[src/rtl/apb_requester.sv]
// apb_requester: single-outstanding bridge from a valid/ready command stream to APB transfers
// Optional feature: define APB_REQ_TIMEOUT_EN to abort an ACCESS phase after TIMEOUT_CYCLES
// cycles of pready low; otherwise ACCESS waits indefinitely and rsp_timeout is tied to 0.
// Ports: clk, reset (asynchronous, active-low);
//        cmd_valid/cmd_ready/cmd_write/cmd_addr/cmd_wdata - command stream;
//        rsp_valid/rsp_ready/rsp_rdata/rsp_err/rsp_timeout - response stream;
//        psel/penable/pwrite/paddr/pwdata/prdata/pready/pslverr - APB requester pins.
module apb_requester #(
    parameter int ADDR_W = 16,
    parameter int DATA_W = 16,
    parameter int TIMEOUT_CYCLES = 255
) (
    input  logic              clk,
    input  logic              reset,
    input  logic              cmd_valid,
    output logic              cmd_ready,
    input  logic              cmd_write,
    input  logic [ADDR_W-1:0] cmd_addr,
    input  logic [DATA_W-1:0] cmd_wdata,
    output logic              rsp_valid,
    input  logic              rsp_ready,
    output logic [DATA_W-1:0] rsp_rdata,
    output logic              rsp_err,
    output logic              rsp_timeout,
    output logic              psel,
    output logic              penable,
    output logic              pwrite,
    output logic [ADDR_W-1:0] paddr,
    output logic [DATA_W-1:0] pwdata,
    input  logic [DATA_W-1:0] prdata,
    input  logic              pready,
    input  logic              pslverr
);
    typedef enum logic [1:0] {IDLE, SETUP, ACCESS, RESP} state_t;
    state_t state, state_nx;
    logic done, tmo, cap;
    logic cmd_ready_nx, psel_nx, penable_nx, rsp_valid_nx, pwrite_nx, rsp_err_nx;
    logic [ADDR_W-1:0] paddr_nx;
    logic [DATA_W-1:0] pwdata_nx, rsp_rdata_nx;

    if (TIMEOUT_CYCLES < 1) begin : g_bad_timeout
        $error("TIMEOUT_CYCLES must be at least 1");
    end

    assign done = state == ACCESS && pready;
    assign cap  = state == IDLE && cmd_valid;

`ifdef APB_REQ_TIMEOUT_EN
    localparam int CNT_W = $clog2(TIMEOUT_CYCLES + 1);
    logic [CNT_W-1:0] cnt;
    logic             rsp_timeout_q;
    // cnt holds the number of low-pready ACCESS cycles already seen, so the
    // abort fires during the TIMEOUT_CYCLES-th one unless pready rises in it.
    assign tmo         = state == ACCESS && !pready && cnt == CNT_W'(TIMEOUT_CYCLES - 1);
    assign rsp_timeout = rsp_timeout_q;
    always_ff @(posedge clk or negedge reset) begin
        if (!reset) begin
            cnt           <= '0;
            rsp_timeout_q <= 1'b0;
        end else begin
            cnt           <= state == SETUP ? '0 : state == ACCESS && !pready ? cnt + CNT_W'(1) : cnt;
            rsp_timeout_q <= done ? 1'b0 : tmo ? 1'b1 : rsp_timeout_q;
        end
    end
`else
    assign tmo         = 1'b0;
    assign rsp_timeout = 1'b0;
`endif

    always_ff @(posedge clk or negedge reset) begin
        if (!reset) state <= IDLE;
        else        state <= state_nx;
    end

    always_comb begin
        state_nx = state;
        case (state)
            IDLE:   state_nx = cmd_valid ? SETUP : IDLE;
            SETUP:  state_nx = ACCESS;
            ACCESS: state_nx = done || tmo ? RESP : ACCESS;
            RESP:   state_nx = rsp_ready ? IDLE : RESP;
        endcase
    end

    // Outputs are registered, so their next values are decoded from state_nx.
    always_comb begin
        cmd_ready_nx = state_nx == IDLE;
        psel_nx      = state_nx == SETUP || state_nx == ACCESS;
        penable_nx   = state_nx == ACCESS;
        rsp_valid_nx = state_nx == RESP;
        pwrite_nx    = cap ? cmd_write : pwrite;
        paddr_nx     = cap ? cmd_addr : paddr;
        pwdata_nx    = cap ? (cmd_write ? cmd_wdata : '0) : pwdata;
        rsp_rdata_nx = done ? (pwrite ? '0 : prdata) : tmo ? '0 : rsp_rdata;
        rsp_err_nx   = done ? pslverr : tmo || rsp_err;
    end

    always_ff @(posedge clk or negedge reset) begin
        if (!reset) begin
            cmd_ready <= 1'b1;
            psel      <= 1'b0;
            penable   <= 1'b0;
            rsp_valid <= 1'b0;
            pwrite    <= 1'b0;
            paddr     <= '0;
            pwdata    <= '0;
            rsp_rdata <= '0;
            rsp_err   <= 1'b0;
        end else begin
            cmd_ready <= cmd_ready_nx;
            psel      <= psel_nx;
            penable   <= penable_nx;
            rsp_valid <= rsp_valid_nx;
            pwrite    <= pwrite_nx;
            paddr     <= paddr_nx;
            pwdata    <= pwdata_nx;
            rsp_rdata <= rsp_rdata_nx;
            rsp_err   <= rsp_err_nx;
        end
    end
endmodule
[config.mk]
export PLATFORM = sky130hd
export DESIGN_NAME = apb_requester
export DESIGN_NICKNAME = d
export VERILOG_FILES = /design/src/rtl/apb_requester.sv
export SDC_FILE = /design/constraint.sdc
export NUM_CORES = 1
export LEC_CHECK = 0
export BUFFER_PORTS_ARGS = -buffer_cell sky130_fd_sc_hd__buf_4
export CORE_MARGIN = 3
export CORE_UTILIZATION = 41
export CTS_CLUSTER_DIAMETER = 40
export CTS_CLUSTER_SIZE = 24
export DETAILED_ROUTE_END_ITERATION = 8
export HOLD_SLACK_MARGIN = 0.02
export PLACE_DENSITY_LB_ADDON = 0.15
export SLEW_MARGIN = 0
export SYNTH_ARGS = -nofsm -noshare
export SYNTH_HDL_FRONTEND = slang
export SYNTH_SLANG_ARGS = --single-unit
[constraint.sdc]
create_clock -name clk -period 1.8 [get_ports clk]
set_clock_uncertainty 0.1 [all_clocks]
set_input_delay 0.36 -clock clk [delete_from_list [all_inputs] [get_ports clk]]
set_output_delay 0.36 -clock clk [all_outputs]
set_load 0.005 [all_outputs]
* Yosys cells after proc, flatten, opt, wreduce, memory -nomap -nowiden
Index checks and enable logic that the tools add are counted.
** Word-level totals
- Memories :: 0
- Memory bits (read-only) :: 0
- Bits in writable memories :: 0
- Register bits after elaboration :: 56
- Output and inout bits :: 55
- Logic and storage cells :: 27
- Bits of input ports :: 55
- Bits in latches :: 0
** Cells by class
- Equal/unequal tests :: 6
- Shifts and indexed selects :: 0
- Multipliers :: 0
- Divide/modulo/power cells :: 0
- Add/sub/neg operators :: 0
- Bitwise gates (word level) :: 0
- Order comparisons :: 0
- Reductions and logical operators :: 5
- Muxes and demuxes :: 6
** Operators with widths (count)
- $mux 16 :: 2
- $eq 2x2->1 const B :: 4
- $pmux 2 s4 :: 1
- $eq 2x1->1 const B :: 2
- $logic_not 2->1 :: 2
- $logic_and 1x1->1 :: 2
- $mux 1 :: 2
- $mux 2 :: 1
- $logic_or 1x1->1 :: 1

* Longest topological paths before layout
Gate-level depths: netlist of run 1.
- Depth after elaboration :: 6
- Mapped depth :: 6
- Gate-level depth less buffers :: 3

* Worst setup path after synthesis of run 1
No wires, ideal clock.
- Path type :: reg-to-reg
- Start point :: reg state[1]
- End point :: reg paddr[10]
- Arrival time :: 1.410 ns
- Period minus slack after synthesis :: 1.635 ns
- Path buffers :: 3
- Slack :: 0.165 ns
- Setup time :: 0.125 ns
- Data required time :: 1.575 ns
- Stages on the path, launching flop included :: 6
- Cell sequence :: dfrtp_1 -> buf_6 -> or3b_1 -> buf_6 -> buf_6 -> mux2_4
** On the way
- Word-level cells in the longest chain between the ends :: 2
** RTL lines
- start: declaration :: line 35 : state_t state, state_nx;
- start signal: assignment :: line 72 : else state <= state_nx;
- $logic_not 2->1 :: line 46 : assign cap = state == IDLE && cmd_valid;
- $logic_and 1x1->1 :: line 46
- end signal: assignment :: line 115 : paddr <= paddr_nx;
- end: declaration :: line 28 : output logic [ADDR_W-1:0] paddr,
Every way passes these cells.
A chain may end at the register's enable or synchronous reset.

* Worst setup path in the final report of run 1
- Start point :: reg state[1]
- End point :: reg paddr[7]
Same word-level chain as after synthesis.

==> metrics, run 1 <==
number of synthesized flops with an enable pin=0; total die area=0.00655 sq mm; via count=1,697; initial antenna violation count=0; Max Clock Freq=0.603 GHz; Syn-to-layout area delta=44.2%; Main synth FF type=dfrtp_1; first-pass GRT wire length=8200 um; M1 GR Usage=22.6%; # clock sinks=56; WS Path Type=reg2reg; post-cts resize count=0; Synth cell types=21; layout cells sized above 1=45.8%; FF+latch count, synth=56; Finish-stage setup viols=0; DRC viols=0; H-tree level count=2; r2r startpoint=state[1]; Max Fanout on Critical Path=50; slowest CP cell=or3b_2; kind of end point of the critical path=flip-flop; GRT Resource Usage Total=16.3%; GRT overflow=0; Pwr Density=1600 mW/mm^2; Num CTS Buffers=5; count leader, synth=dfrtp_1; Slew headroom=54.2%; Slew @ Worst Pin=0.687 ns; hold path start=cmd_valid; Synth area leader=dfrtp_1; synthesized area per cell=11.4 sq um; GP Congestion=0.703; most frequent cells after synthesis=dfrtp_1, nand2_1, o21ai_0; max-slew violations=0; DP Wirelength=3750 um; setup TNS=0 ns; vias per inst=4.49; M3 GR Usage=5.10%; end of the worst register-to-register path=paddr[7]; setup bufs post-CTS=0; max-cap viol count=0; final worst-path cycle share=92.1%; P_leak=1.72 nW; Avg WL per Cell=13.7 um; final wirelength=5190 um; post-synthesis cell count=201; area of the multi-input gates=795 sq um; CTS Root Buffer Type=clkbuf_8; # fillers=458; FF/Latch Area=0.00140 sq mm; M2 GR Usage=24.9%; synthesized cell area=0.00230 sq mm; status=finished, final reports clean; IO buf count=108; Worst Hold Path EP=cmd_ready; number of DRC markers after the initial detailed-route iteration=74; Tot Pwr=5.31 mW; Layout Cells excl Fill=378; pin count of the biggest net entering global routing=57; initial core utilization=43.7%; busiest metal layer after global routing=met2; vias in the first global route=1,655; Peak VDD IR=0.596 mV; Syn Nets=256; Post-Place Setup Slack=0.104 ns; worst hold slack=0.111 ns; DRT antenna net count=0; fin worst setup slack=0.142 ns; io pins=110; CP peak stage delay=0.50 ns; Final Critical Period=1.66 ns; Core ar.=0.00527 sq mm; final core utilization=63.0%; R2R depth=3; flop2flop setup slack=0.14 ns; largest cells by area after synthesis=dfrtp_1, mux2_4, nand2_1; WP data arrival=1.75 ns; final instance area=0.00332 sq mm; # placed instances=369; RSZ-0062 raised after global routing=no; drt pass-1 iters=4; Critical Path RT=1.89 ns; Site Rows=26; area share of the largest cell type after synthesis=59.8%; CP Launch Type=flip-flop; worst-skew pair later-pin latency=0.30 ns; Hold/Removal Path Class=in2reg; nets=362; ys async rst share=100%; WHS Path Cells=2; CTS Buffer Depth=2; Die W=80.9 um; ant diodes=0; CP cell instances=or3b_2 > buf_12 > mux2_4; Syn. warnings=0; Post-DP Area=0.00315 sq mm; clk slew on worst S/H paths=0.10 ns; CTS tree=yes; fraction of the yosys area taken by sequential cells=61.0%; Die Height=80.9 um; final hold viol count=0
==> worst max path at each step <==
stage	start	end	cells after the start
floorplan	state[1]	paddr[10]	5
global placement	cmd_valid	paddr[4]	4
detailed placement	cmd_valid	paddr[7]	4
CTS	state[1]	paddr[7]	3
global route	state[1]	paddr[5]	3
finish	state[1]	paddr[7]	3
==> area by class of cell <==
class / instances / share of cell area [%]
multi-input combinational: 129 / 23.9
clock inverter: 3 / 2.71
clock buffer: 5 / 2.07
tap: 70 / 2.64
sequential: 56 / 42.3
timing repair buffer: 114 / 26.2
inverter: 1 / 0.113
==> registers in the layout, summed over array words and instances (netlist names) <==
| signal | cells |
|---|---|
| paddr | 16 |
| rsp_err | 1 |
| rsp_valid | 1 |
| penable | 1 |
| pwrite | 1 |
| pwdata | 16 |
| psel | 1 |
| state | 2 |
| cmd_ready | 1 |
| rsp_rdata | 16 |
==> per-layer routing <==
metal  wire, um  vias up
met2       2370       69
met1       2270      760
met4         46        0
met3        506        5
li1           -      863
met5          0        -
==> what timing repair did <==
action,4_1_cts,5_1_grt
hold endpoints to repair,5,0
hold buffers,1,0
setup endpoints to repair,0,0
==> critical path, delay by kind of cell (launching register included) <==
kind / cells / cell delay (ns)
mux: 1 / 0.32
buf+inv: 1 / 0.21
simple gates: 1 / 0.50
flops: 1 / 0.39
==> cell usage in the layout, fill, tap and decap left out, types with 2 or more instances in the layout <==
cell       count
clkbuf_8       5
dfrtp_1       55
nand2b_1      19
mux2_4        17
nor2_1         2
o21ai_0       34
buf_4        112
bufinv_16      3
nand2_1       49
==> kinds of logic after synthesis <==
group | Yosys count | synth area share [%]
AOI/OAI and AO/OA | 37 | 8.37
buffers and inverters | 16 | 4.51
DFF | 56 | 61.0
muxes | 18 | 11.6
other | 1 | 0.163
and+or+nand+nor | 73 | 14.4
==> report_power, final <==
part	internal, mW	leakage (nW)	switching [mW]
Combinational	1.30	0.944	0.782
Clock	0.695	0.0784	0.392
Sequential	1.82	0.702	0.317
Note: power is estimated with default switching activity, not from simulation.
==> inputs of run 2 (changes only) <==
CORE_MARGIN = default   (was 3)
GPL_ROUTABILITY_DRIVEN = 0   (was default)
==> run 2 against run 1 <==
  * Via count increased by 1.4%
  * Setup slack gained 0.017 ns
  * Highest routed layer unchanged
  * Largest power group unchanged
  * Worst hold slack better by 0.021 ns
  * Routed wire length decreased by 5.4%
  * Largest cell class unchanged
  * First-iteration DRC count decreased by 45%
  * Final area shrank 1.8%
  * Sequential cell count unchanged
==> metrics, run 2 (same netlist as run 1, synthesis figures left out) <==
worst-skew pair later-pin latency=0.30 ns (about the same); M1 GR Usage=22.1% (-0.52 points); DRT antenna net count=0 (unchanged); drt pass-1 iters=4 (unchanged); layout cells sized above 1=45.8% (unchanged); Slew @ Worst Pin=0.690 ns (+0.00255 ns); max-slew violations=0 (unchanged); total die area=0.00592 sq mm (-9.6%); initial antenna violation count=0 (unchanged); IO buf count=108 (unchanged); Max Fanout on Critical Path=50 (unchanged); Critical Path RT=1.89 ns (about the same); GRT overflow=0 (unchanged); M3 GR Usage=5.36% (+0.26 points); Core ar.=0.00527 sq mm (unchanged); Slew headroom=54.0% (-0.17 points); setup TNS=0 ns (unchanged); final worst-path cycle share=91.2% (-0.95 points); Num CTS Buffers=5 (unchanged); CP Launch Type=flip-flop; max-cap viol count=0 (unchanged); Die W=76.9 um (-4.9%); Final Critical Period=1.64 ns (-0.0172 ns); post-cts resize count=0 (unchanged); initial core utilization=43.7% (unchanged); Peak VDD IR=0.666 mV (+12%); Avg WL per Cell=13.0 um (-5.4%); Max Clock Freq=0.609 GHz (+1.0%); via count=1,720 (+1.4%); Hold/Removal Path Class=in2reg; vias in the first global route=1,758 (+6.2%); final hold viol count=0 (unchanged); most frequent cells in the layout=buf_4, dfrtp_1, nand2_1; Syn-to-layout area delta=41.5%; worst hold slack=0.132 ns (+0.0207 ns); slowest CP cell=or3b_2; P_leak=1.69 nW (-2.0%); DP Wirelength=3550 um (-5.5%); M2 GR Usage=28.8% (+4.0 points); CP peak stage delay=0.50 ns (about the same); Finish-stage setup viols=0 (unchanged); Die Height=76.9 um (-4.9%); DRC viols=0 (unchanged); top flop regs=paddr: 16 flops, pwdata: 16 flops, rsp_rdata: 16 flops; CTS tree=yes; status=finished, final reports clean; final instance area=0.00326 sq mm (-1.8%); first-pass GRT wire length=8230 um (+0.41%); commonest non-fill, non-tap cell in the layout=buf_4; Site Rows=26 (unchanged); WP data arrival=1.74 ns (about the same); CP cell instances=or3b_2 > buf_12 > mux2_4; WS Path Type=reg2reg; # clock sinks=56 (unchanged); RSZ-0062 raised after global routing=no; Post-DP Area=0.00315 sq mm (unchanged); io pins=110 (unchanged); H-tree level count=2 (unchanged); nets=362 (unchanged); clk slew on worst S/H paths=0.10 ns (about the same); busiest metal layer after global routing=met2; final wirelength=4910 um (-5.4%); GRT Resource Usage Total=17.4% (+1.1 points); CTS Root Buffer Type=clkbuf_8; CTS Buffer Depth=2 (unchanged); pin count of the biggest net entering global routing=57 (unchanged); number of DRC markers after the initial detailed-route iteration=41 (-45%); final core utilization=61.8% (-1.2 points); ant diodes=0 (unchanged); vias per inst=4.55 (+1.4%); Pwr Density=1510 mW/mm^2 (-5.8%); kind of end point of the critical path=flip-flop
-- run 2: changes by cell type in the layout (fill, tap and decap cells not counted) --
| cell | delta |
|---|---|
| bufinv_16 | -3 |
| clkbuf_8 | +1 |
| clkinvlp_4 | +2 |
-- run 2: layout make-up --
cell class | count | area, sq um
clock buffers | 6 | 82.6
clock inverters | 2 | 15.0
fillers | 462 | 2010
inverters | 1 | 3.75
multi-input cells | 129 | 795
flip-flops and latches | 56 | 1400
well taps | 70 | 87.6
repair buffers | 114 | 871
-- run 2: critical path: cells and delay by family (launching register included) --
family	cells	cell delay, ns
DFF	1	0.38
and+or+nand+nor	1	0.50
buffers and inverters	1	0.21
muxes	1	0.32
-- run 2: final timing paths --
path | from | endpoint | slack (ns) | cells after the start
setup / recovery | state[1] | paddr[6] | 0.16 | 3
hold / removal | cmd_valid | cmd_ready | 0.13 | 2
setup reg to reg | state[1] | paddr[6] | 0.16 | 3
hold reg to reg | rsp_rdata[6] | rsp_rdata[6] | 0.39 | 2
max in group asynchronous | reset | paddr[15] | 0.61 | 2
min in group asynchronous | reset | penable | 0.53 | 2
-- run 2: power breakdown --
group          internal [mW]  switching (mW)
sequential              1.82           0.325
combinational           1.30           0.760
clock                  0.312           0.390
-- run 2: routing by layer --
| layer | share of wire, % | wire, um | vias up |
|---|---|---|---|
| met3 | 7.5 | 367 | 4 |
| met5 | 0 | 0 | - |
| met4 | 0.77 | 38 | 0 |
| met2 | 47 | 2330 | 69 |
| li1 | - | - | 858 |
| met1 | 44 | 2170 | 789 |
-- run 2: stage by stage --
step                      total power, mW  instances  worst slack, ns
after floorplan                      3.12        201            0.165
after global placement               4.19        369            0.116
after detailed placement             4.25        369           0.0985
after CTS                            4.97        378            0.155
after global routing                 5.26        378            0.125
final                                4.91        378            0.159
-- run 2: timing repair --
action / in CTS / in global routing
setup buffers: 0 / 0
endpoints found under the hold margin: 35 / 0
hold buffers: 1 / 0
==> inputs of run 3 (changes only) <==
ABC_AREA = 1   (was default)
SKIP_LAST_GASP = 1   (was default)
==> run 3 against run 2 <==
  * Clock power is 3.1% lower
  * Sequential cell count stayed put
  * Final area is 0.50% lower
  * Sequential share of layout area is 0.22 points higher
  * Cell count is 19% higher
  * Synthesized cell count is 34% higher
  * First-iteration DRC count is 17% higher
  * Power is 1.2% lower
  * Critical path type is now reg2out
  * Largest cell class unchanged
==> metrics, run 3 <==
hold path start=cmd_addr[8]; number of DRC markers after the initial detailed-route iteration=48 (+17%); post-cts resize count=0 (unchanged); IO buf count=108 (unchanged); Final Critical Period=1.53 ns (-0.113 ns); vias in the first global route=1,890 (+7.5%); post-synthesis simple-gate area fraction=26.8% (+12 points); via count=2,031 (+18%); flop2flop setup slack=0.45 ns (+0.29 ns); vias per inst=4.53 (-0.37%); Die Height=77.4 um (+0.60%); Core ar.=0.00551 sq mm (+4.5%); CP Launch Type=flip-flop; DRT antenna net count=0 (unchanged); Max Clock Freq=0.654 GHz (+7.4%); Post-Place Setup Slack=0.435 ns (+0.337 ns); final worst-path cycle share=84.9% (-6.3 points); H-tree level count=2 (unchanged); CP cell instances=buf_4; final instance area=0.00324 sq mm (-0.50%); largest cells by area after synthesis=dfrtp_1, nand2_1, o21ai_1; max-cap viol count=0 (unchanged); layout cells sized above 1=33.2% (-13 points); CTS Root Buffer Type=clkbuf_8; Num CTS Buffers=5 (unchanged); fin worst setup slack=0.272 ns (+0.113 ns); post-synthesis mux area share=0% (-12 points); CTS tree=yes; WP data arrival=1.07 ns (-0.67 ns); synthesized cell area=0.00233 sq mm (+1.3%); status=finished, final reports clean; end of the worst register-to-register path=pwdata[15]; Worst Hold Path EP=paddr[8]; WHS Path Cells=3 (+1); number of synthesized flops with an enable pin=0 (unchanged); Hold/Removal Path Class=in2reg; FF/Latch Area=0.00140 sq mm (unchanged); RSZ-0062 raised after global routing=no; Post-DP Area=0.00314 sq mm (-0.28%); Hold-fix buffers, CTS=1 (unchanged); initial antenna violation count=0 (unchanged); Synth cell types=17 (-19%); R2R depth=5 (+2); commonest non-fill, non-tap cell in the layout=nand2_1; main combinational cell family by area after synthesis=simple AND/OR/NAND/NOR gates; worst hold slack=0.144 ns (+0.0126 ns); most frequent cells in the layout=nand2_1, buf_4, dfrtp_1; synthesized area per cell=8.63 sq um (-25%); initial core utilization=42.3% (-1.4 points); clk slew on worst S/H paths=0.09 ns (about the same); DP Wirelength=3460 um (-2.4%); Critical Path RT=1.34 ns (-0.55 ns); Slew headroom=55.4% (+1.4 points); count leader, synth=nand2_1; final hold viol count=0 (unchanged); pin count of the biggest net entering global routing=57 (unchanged); adder-cell area share of the yosys netlist=0% (unchanged); ys async rst share=100% (unchanged); CP peak stage delay=0.58 ns (+0.08 ns); post-synthesis cell count=270 (+34%); WS Path Type=reg2out; Pwr Density=1500 mW/mm^2 (-0.68%); Top delay family on crit path=flip-flops; slowest CP cell=dfrtp_1; Main synth FF type=dfrtp_1; GRT overflow=0 (unchanged); total die area=0.00599 sq mm (+1.2%); FF+latch count, synth=56 (unchanged); ant diodes=0 (unchanged); io pins=110 (unchanged); setup bufs post-CTS=0 (unchanged); Die W=77.4 um (+0.60%); fraction of the yosys area taken by sequential cells=60.2% (-0.75 points); Peak VDD IR=0.741 mV (+11%); most frequent cells after synthesis=nand2_1, dfrtp_1, inv_1, nor2_1, o21ai_1; top flop regs=paddr: 16 flops, pwdata: 16 flops, rsp_rdata: 16 flops; Synth Area in XOR/XNOR=0% (unchanged); r2r startpoint=state[1]; setup TNS=0 ns (unchanged); nets=430 (+19%); max-slew violations=0 (unchanged); worst-skew pair later-pin latency=0.30 ns (about the same); CTS Buffer Depth=2 (unchanged); Syn. warnings=0 (unchanged); Max Fanout on Critical Path=11 (-78%); kind of end point of the critical path=output pin; area share of the largest cell type after synthesis=59.1% (-0.74 points); GRT Resource Usage Total=17.7% (+0.36 points); Avg WL per Cell=11.0 um (-16%); first-pass GRT wire length=8380 um (+1.8%); Synth area leader=dfrtp_1; Finish-stage setup viols=0 (unchanged); area of the multi-input gates=717 sq um (-9.8%); post-synthesis compound-gate area fraction=3.81% (-4.6 points); CP Buf/Inv Count=1 (unchanged); # clock sinks=56 (unchanged); P_leak=1.86 nW (+10%); Slew @ Worst Pin=0.669 ns (-0.0209 ns); # fillers=538 (+16%); final wirelength=4920 um (about the same); Syn-to-layout area delta=39.1%; DRC viols=0 (unchanged); Site Rows=27 (+3.8%); drt pass-1 iters=6 (+2); Syn Nets=325 (+27%)
-- run 3: changes by cell type after synthesis, moves of 9 or more --
cell,change
clkbuf_1,-9
inv_1,+17
mux2_4,-17
nand2_1,+88
nand2b_1,-19
nor2_1,+16
o21ai_0,-34
o21ai_1,+16
-- run 3: how the worst max path moves through the flow --
stage | from | end | slack [ns] | depth (start not counted)
after floorplan | state[0] | rsp_rdata[0] | 0.68 | 6
after global placement | state[0] | pwdata[14] | 0.50 | 5
after detailed placement | state[1] | pwdata[8] | 0.44 | 5
after CTS | pwrite | pwrite | 0.26 | 1
after global routing | pwrite | pwrite | 0.21 | 1
final | pwrite | pwrite | 0.27 | 1
-- run 3: power breakdown --
group	internal, mW	switching [mW]
Combinational	1.08	0.887
Clock	0.314	0.365
Sequential	1.84	0.356
-- run 3: stage by stage --
stage / util [%] / cells / power, mW
CTS: 58.9 / 448 / 4.92
finish: 58.9 / 448 / 4.85
floorplan: - / 270 / 3.12
detailed placement: 57.0 / 439 / 4.22
global placement: 57.0 / 439 / 4.17
global route: 58.9 / 448 / 5.26
-- run 3: cell type report --
type | instances | area share [%]
clock buffer | 8 | 2.78
inverter | 22 | 2.63
tap | 72 | 2.78
sequential | 56 | 43.3
timing repair buffer | 112 | 26.4
multi-input combinational | 178 | 22.1
-- run 3: logic make-up after synthesis --
kind of cell	count (synthesis)
other cells	1
simple gates	160
buf+inv	36
flops	56
compound gates	17
-- run 3: metal layers --
layer / part of all wire [%] / wire length (um) / GRT usage (%) / vias up
met4: 1.7 / 85 / 7.36 / 0
met2: 49 / 2420 / 30.7 / 65
met1: 43 / 2110 / 21.4 / 947
met5: 0 / 0 / 0 / -
li1: - / - / - / 1011
met3: 6.1 / 301 / 3.76 / 8
